==> src/rtl/apb_intercon_rr.sv <==
// APB3 interconnect: round-robin arbitration of MASTER_PORTS requesters onto
// SLAVE_PORTS peripherals with base/mask decode, a default error slave for
// unmapped addresses and an ACCESS-phase timeout.
module apb_intercon_rr #(
  parameter int BUS_WIDTH    = 16,
  parameter int MASTER_PORTS = 4,
  parameter int SLAVE_PORTS  = 6,
  parameter logic [SLAVE_PORTS*BUS_WIDTH-1:0] SLAVE_BASE =
    {16'h8500, 16'h8400, 16'h8300, 16'h8200, 16'h8100, 16'h8000},
  parameter logic [SLAVE_PORTS*BUS_WIDTH-1:0] SLAVE_MASK = {SLAVE_PORTS{16'hFF00}},
  parameter int TIMEOUT      = 255,
  localparam int GW = (MASTER_PORTS > 1) ? $clog2(MASTER_PORTS) : 1
) (
  input  logic                           clk,
  input  logic                           reset,
  input  logic [MASTER_PORTS*BUS_WIDTH-1:0] S_PADDR,
  input  logic [MASTER_PORTS-1:0]        S_PWRITE,
  input  logic [MASTER_PORTS-1:0]        S_PSELx,
  input  logic [MASTER_PORTS-1:0]        S_PENABLE,
  input  logic [MASTER_PORTS*BUS_WIDTH-1:0] S_PWDATA,
  output logic [MASTER_PORTS*BUS_WIDTH-1:0] S_PRDATA,
  output logic [MASTER_PORTS-1:0]        S_PREADY,
  output logic [MASTER_PORTS-1:0]        S_PSLVERR,
  output logic [BUS_WIDTH-1:0]           M_PADDR,
  output logic                           M_PWRITE,
  output logic [SLAVE_PORTS-1:0]         M_PSELx,
  output logic                           M_PENABLE,
  output logic [BUS_WIDTH-1:0]           M_PWDATA,
  input  logic [SLAVE_PORTS*BUS_WIDTH-1:0] M_PRDATA,
  input  logic [SLAVE_PORTS-1:0]         M_PREADY,
  input  logic [SLAVE_PORTS-1:0]         M_PSLVERR,
  output logic [GW-1:0]                  GNT
);
  localparam int SW = (SLAVE_PORTS > 1) ? $clog2(SLAVE_PORTS) : 1;

  typedef enum logic [1:0] {IDLE, SETUP, ACCESS} state_t;

  state_t           state, state_nxt;
  logic [GW-1:0]    gnt_q, gnt_nxt, last_q, last_nxt, pick, cand;
  logic [31:0]      cnt_q, cnt_nxt;
  logic             found, hit, req_g, slv_rdy, tmo;
  logic [SW-1:0]    sidx;
  logic [SLAVE_PORTS-1:0] sel_oh;
  logic [BUS_WIDTH-1:0]   addr_g;
  int               c;

  // S_PENABLE carries no information the slave-side sequencing needs.
  logic unused_pen;
  assign unused_pen = ^S_PENABLE;

  assign addr_g  = S_PADDR[int'(gnt_q)*BUS_WIDTH +: BUS_WIDTH];
  assign req_g   = S_PSELx[gnt_q];
  assign sel_oh  = hit ? (SLAVE_PORTS'(1) << sidx) : '0;
  assign slv_rdy = hit && M_PREADY[sidx];
  assign tmo     = (TIMEOUT != 0) && (cnt_q >= 32'(TIMEOUT - 1));
  assign GNT     = gnt_q;

  // Round-robin pick: first requester after the last-served master, wrapping.
  always_comb begin
    pick  = last_q;
    found = 1'b0;
    cand  = '0;
    c     = 0;
    for (int k = 1; k <= MASTER_PORTS; k++) begin
      c    = (int'(last_q) + k) % MASTER_PORTS;
      cand = GW'(c);
      if (!found && S_PSELx[cand]) begin
        found = 1'b1;
        pick  = cand;
      end
    end
  end

  // Address decode of the granted master; lowest matching slave wins.
  always_comb begin
    hit  = 1'b0;
    sidx = '0;
    for (int i = SLAVE_PORTS - 1; i >= 0; i--) begin
      if ((addr_g & SLAVE_MASK[i*BUS_WIDTH +: BUS_WIDTH]) == SLAVE_BASE[i*BUS_WIDTH +: BUS_WIDTH]) begin
        hit  = 1'b1;
        sidx = SW'(i);
      end
    end
  end

  // Next-state and bus outputs; every completion path records last := GNT.
  always_comb begin
    state_nxt = state;
    gnt_nxt   = gnt_q;
    last_nxt  = last_q;
    cnt_nxt   = cnt_q;
    M_PADDR   = '0;
    M_PWRITE  = 1'b0;
    M_PWDATA  = '0;
    M_PSELx   = '0;
    M_PENABLE = 1'b0;
    S_PREADY  = '0;
    S_PSLVERR = '0;
    S_PRDATA  = '0;
    case (state)
      IDLE: begin
        if (found) begin
          gnt_nxt   = pick;
          state_nxt = SETUP;
        end
      end
      SETUP: begin
        M_PADDR  = addr_g;
        M_PWRITE = S_PWRITE[gnt_q];
        M_PWDATA = S_PWDATA[int'(gnt_q)*BUS_WIDTH +: BUS_WIDTH];
        M_PSELx  = sel_oh;
        if (!req_g) begin
          state_nxt = IDLE;
          last_nxt  = gnt_q;
        end else begin
          state_nxt = ACCESS;
        end
      end
      ACCESS: begin
        M_PADDR   = addr_g;
        M_PWRITE  = S_PWRITE[gnt_q];
        M_PWDATA  = S_PWDATA[int'(gnt_q)*BUS_WIDTH +: BUS_WIDTH];
        M_PSELx   = sel_oh;
        M_PENABLE = 1'b1;
        if (!req_g) begin
          // master abandoned the transfer: drop it silently
          state_nxt = IDLE;
          last_nxt  = gnt_q;
          cnt_nxt   = '0;
        end else if (slv_rdy || !hit || tmo) begin
          // slave response beats a coincident timeout
          S_PREADY[gnt_q] = 1'b1;
          if (slv_rdy) begin
            S_PRDATA[int'(gnt_q)*BUS_WIDTH +: BUS_WIDTH] = M_PRDATA[int'(sidx)*BUS_WIDTH +: BUS_WIDTH];
            S_PSLVERR[gnt_q] = M_PSLVERR[sidx];
          end else begin
            S_PSLVERR[gnt_q] = 1'b1;
          end
          state_nxt = IDLE;
          last_nxt  = gnt_q;
          cnt_nxt   = '0;
        end else begin
          cnt_nxt = cnt_q + 32'd1;
        end
      end
      default: state_nxt = IDLE;
    endcase
  end

  // State register; reset leaves master 0 with first priority.
  always_ff @(posedge clk) begin
    if (reset) begin
      state  <= IDLE;
      gnt_q  <= '0;
      last_q <= GW'(MASTER_PORTS - 1);
      cnt_q  <= '0;
    end else begin
      state  <= state_nxt;
      gnt_q  <= gnt_nxt;
      last_q <= last_nxt;
      cnt_q  <= cnt_nxt;
    end
  end
endmodule
==> config.mk <==
export PLATFORM = sky130hd
export DESIGN_NAME = apb_intercon_rr
export DESIGN_NICKNAME = d
export VERILOG_FILES = /design/src/rtl/apb_intercon_rr.sv
export SDC_FILE = /design/constraint.sdc
export NUM_CORES = 1
export LEC_CHECK = 0
export CAP_MARGIN = 20
export CORE_AREA = 2 2 142 144
export CTS_BUF_LIST = sky130_fd_sc_hd__clkbuf_4 sky130_fd_sc_hd__clkbuf_8 sky130_fd_sc_hd__clkbuf_16
export CTS_CLUSTER_SIZE = 12
export DETAILED_ROUTE_END_ITERATION = 12
export DIE_AREA = 0 0 144 146
export PLACE_DENSITY_LB_ADDON = 0.05
export SETUP_SLACK_MARGIN = 0.3
export SLEW_MARGIN = 20
export SYNTH_ARGS = -nofsm -noshare
export SYNTH_HDL_FRONTEND = slang
export SYNTH_SLANG_ARGS = --single-unit
export TNS_END_PERCENT = 1
==> constraint.sdc <==
create_clock -name clk -period 8.2 [get_ports clk]
set_input_delay 2.46 -clock clk [delete_from_list [all_inputs] [get_ports clk]]
set_output_delay 2.46 -clock clk [all_outputs]
set_load 0.01 [all_outputs]
==> key figures <==
Power and ir drop
  – Power Dens Cells: between 100 and 150 nW/um^2
  – Worst vdd ir: about 0.00011 V
  – Leakage: ~3.5 nW

Placement
  – IO buf count: ~360
  – Cell total after placement: between 1000 and 1500
  – Placer congestion estimate: 0.823
  – Hpwl dp: ~18 mm

STA
  – Slew headroom: 0.540
  – Setup TNS: 0 ps
  – Final Skew: 4.87 ps
  – Unrepaired setup endpoints after global routing: yes
  – Max Freq: 124 MHz
  – Fin Hold WS: approximately 450 ps
  – Period Utilization, post-route: 0.983
  – Final Slew Violations: 0
  – # setup viols final: 0
  – Final hold viol count: 0
  – Final worst path period need: roughly 8100 ps
  – Worst-margin pin slew: slightly below 700 ps

Run status
  – Run status: finished clean

Clock tree
  – Clock slew at reported path FFs: approximately 50 ps
  – H-tree depth: 2
  – Clock root buffer: clkbuf_16
  – CTS tree: yes
  – Clk_lat worst skew: roughly 270 ps
  – Hold buffers post-CTS: 0
  – Inserted Clock Buffers: 5
  – CTS max path bufs: 2
  – Clock sinks: 38

Yosys
  – Prevailing post-synth register cell: dfxtp_1
  – Largest cells by area after synthesis: dfxtp_1 19%, mux4_2 17%, and2_1 9.4%, nor2_1 9.2%, mux2_2 8.9%
  – Synth top area share: 0.187
  – Post-synthesis register bit count: 38
  – Post-synthesis sequential area ratio: 0.187
  – Post-synth EDFFs: 0
  – Syn nets: between 700 and 800
  – Synthesized area: 4070 sq um
  – Yosys top cell by area: dfxtp_1
  – Unique masters post-synth: 52
  – Mapped Cells: 470
  – Syn. warnings: 0
  – Syn_area_per_cell: approximately 8.7 sq um
  – Fraction of registers with async set/reset: 0

Worst setup path
  – CP cell instances: clkdlybuf4s50_1 > mux4_2 > or4b_4 > nor3_4 > buf_12 > buf_8 > buf_16 > buf_4 > mux2_2 > a221oi_2 > buf_4 > nor2_1 > clkbuf_2
  – Startpoint Class: input port
  – CP max-delay cell: or4b_4
  – Crit-path max FO: 7
  – Critical Path End Type: primary output
  – Worst endpoint required time: roughly 5700 ps
  – Crit path kind: input port to primary output
  – Critical Path AT: approximately 5600 ps
  – Crit-path max cell delay: approximately 570 ps
  – Setup slack, reg-to-reg: 4310 ps
  – Most used cell, CP: buf_4

Global route
  – Initial antenna violation count: 1
  – Vias in the first global route: roughly 5700
  – Total track usage: 0.202
  – Total congestion overflow: 0
  – Global-route wire length before repair: around 33 mm
  – Largest net degree at the start of global routing: 37

Detailed routing
  – Residual DRC count: 0
  – Final wirelength: around 22 mm
  – DR vias/cell: 4.65
  – DR WL/cell: around 19 um
  – Pre-antenna DRT Iters: 4
  – Post-DRT Antenna Nets: 0
  – Vias: about 5400
  – Initial DRC Count: about 150

Floorplan
  – Rows: 51
  – Io pins: about 360
  – Starting Density: 0.211
  – Die H: between 100 and 150 um
  – Core area: between 15000 and 20000 sq um
  – Die Width: approximately 140 um
  – DIE AREA: roughly 21000 sq um

Finish
  – Most common cell after layout, fill and taps aside: clkdlybuf4s50_1
  – Filler Cell Count: between 1500 and 2000
  – Layout Nets: 1146
  – Area Growth Syn to Fin: 114%
  – Most frequent cells in the layout: 287 x clkdlybuf4s50_1, 98 x nor2_1, 64 x buf_4
  – Layout cells sized above 1: 0.268
  – Final std cells w/o fill: 1153

Job
  – Max-Cap Viols: 0

Worst hold path
  – Hold Crit Class: flip-flop to flip-flop
critical path, delay by kind of cell:
family          cells  cell delay (ps)
compound gates      1              260
buf+inv             7             1190
mux                 2              840
simple gates        3              830
layout make-up:
type / count / area, sq um / share of cell area
antenna: 1 / 2.50 / 0.000288
clock buffer: 8 / 166 / 0.0191
inverter: 10 / 37.5 / 0.00432
multi-input combinational: 390 / 3260 / 0.375
sequential: 38 / 763 / 0.0878
tap: 265 / 332 / 0.0381
timing repair buffer: 441 / 4130 / 0.475
where the power goes:
group          leakage [nW]  switching (W)  internal (W)
Clock                0.0832      0.0000684      0.000137
Sequential            0.308      0.0000151      0.000190
Combinational          3.14       0.000177      0.000300
Total                  3.54       0.000261      0.000627
state kept, by name, indices dropped and copies added, names as in the netlist:
| signal | count |
|---|---|
| last_q | 2 |
| GNT | 2 |
| state | 2 |
| cnt_q | 32 |
kinds of logic (layout without fill, tap and decap cells):
logic type	Yosys count	count (layout)	synth area share
AOI/OAI and AO/OA	57	57	0.113
xor gates and xnor gates	2	2	0.00430
adders and majority gates	10	10	0.0307
buffers and inverters	42	459	0.0436
DFF	38	38	0.187
muxes	87	87	0.332
other	0	1	0
and+or+nand+nor	234	234	0.289
repair_timing:
item / CTS / global route
pin swaps: 6 / 9
resized for setup: 162 / 73
buffers inserted: 25 / 3
cloned: 3 / 0
endpoints found under the setup margin: 76 / 76
through the flow:
stage | utilization | area, sq um | worst slack (ps) | total power (W)
after detailed placement | 0.429 | 8300 | -286 | 0.000662
after global placement | 0.429 | 8300 | -284 | 0.000656
after floorplan | - | 4070 | 862 | 0.000412
final | 0.450 | 8690 | 137 | 0.000887
after CTS | 0.456 | 8810 | 94.5 | 0.000895
after global routing | 0.450 | 8690 | 44.6 | 0.000940
cell usage after synthesis (2+ instances only):
library cell and n:
nor2_1 100, and2_1 61, dfxtp_1 38, mux2_2 32, mux4_2 30, mux2i_1 21, clkbuf_1 17, nand2_1 17
a221oi_1 15, nand3_1 12, a21oi_1 10, ha_1 10, inv_1 10, nand2b_1 8, buf_2 7, nor3_1 7
o21ai_0 7, and3_1 6, buf_1 6, a22oi_1 4, mux4_1 4, nand4_1 4, nor4_1 4, a211o_1 3
nor3_2 2, o211ai_1 2, o21a_1 2, o22ai_1 2, o31ai_1 2, o41ai_2 2, or3_1 2, or4_1 2
xnor2_1 2
final timing paths:
path / from / to / cells past startpoint
setup / recovery: S_PADDR[59] / S_PRDATA[16] / 13
hold / removal: cnt_q[18]$_SDFFE_PP0P_ / cnt_q[18]$_SDFFE_PP0P_ / 1
setup reg to reg: GNT[0]$_SDFFE_PP0P_ / cnt_q[4]$_SDFFE_PP0P_ / 10
hold reg to reg: cnt_q[18]$_SDFFE_PP0P_ / cnt_q[18]$_SDFFE_PP0P_ / 1
routing by layer:
| metal | global-route usage | vias up | routed length (um) |
|---|---|---|---|
| li1 | - | 2549 | - |
| met1 | 0.203 | 2509 | 7770 |
| met4 | 0.0642 | 0 | 575 |
| met3 | 0.0520 | 32 | 1940 |
| met2 | 0.395 | 274 | 11800 |
| met5 | 0 | - | 0 |
No activity file was read; power rests on OpenSTA's default activity.
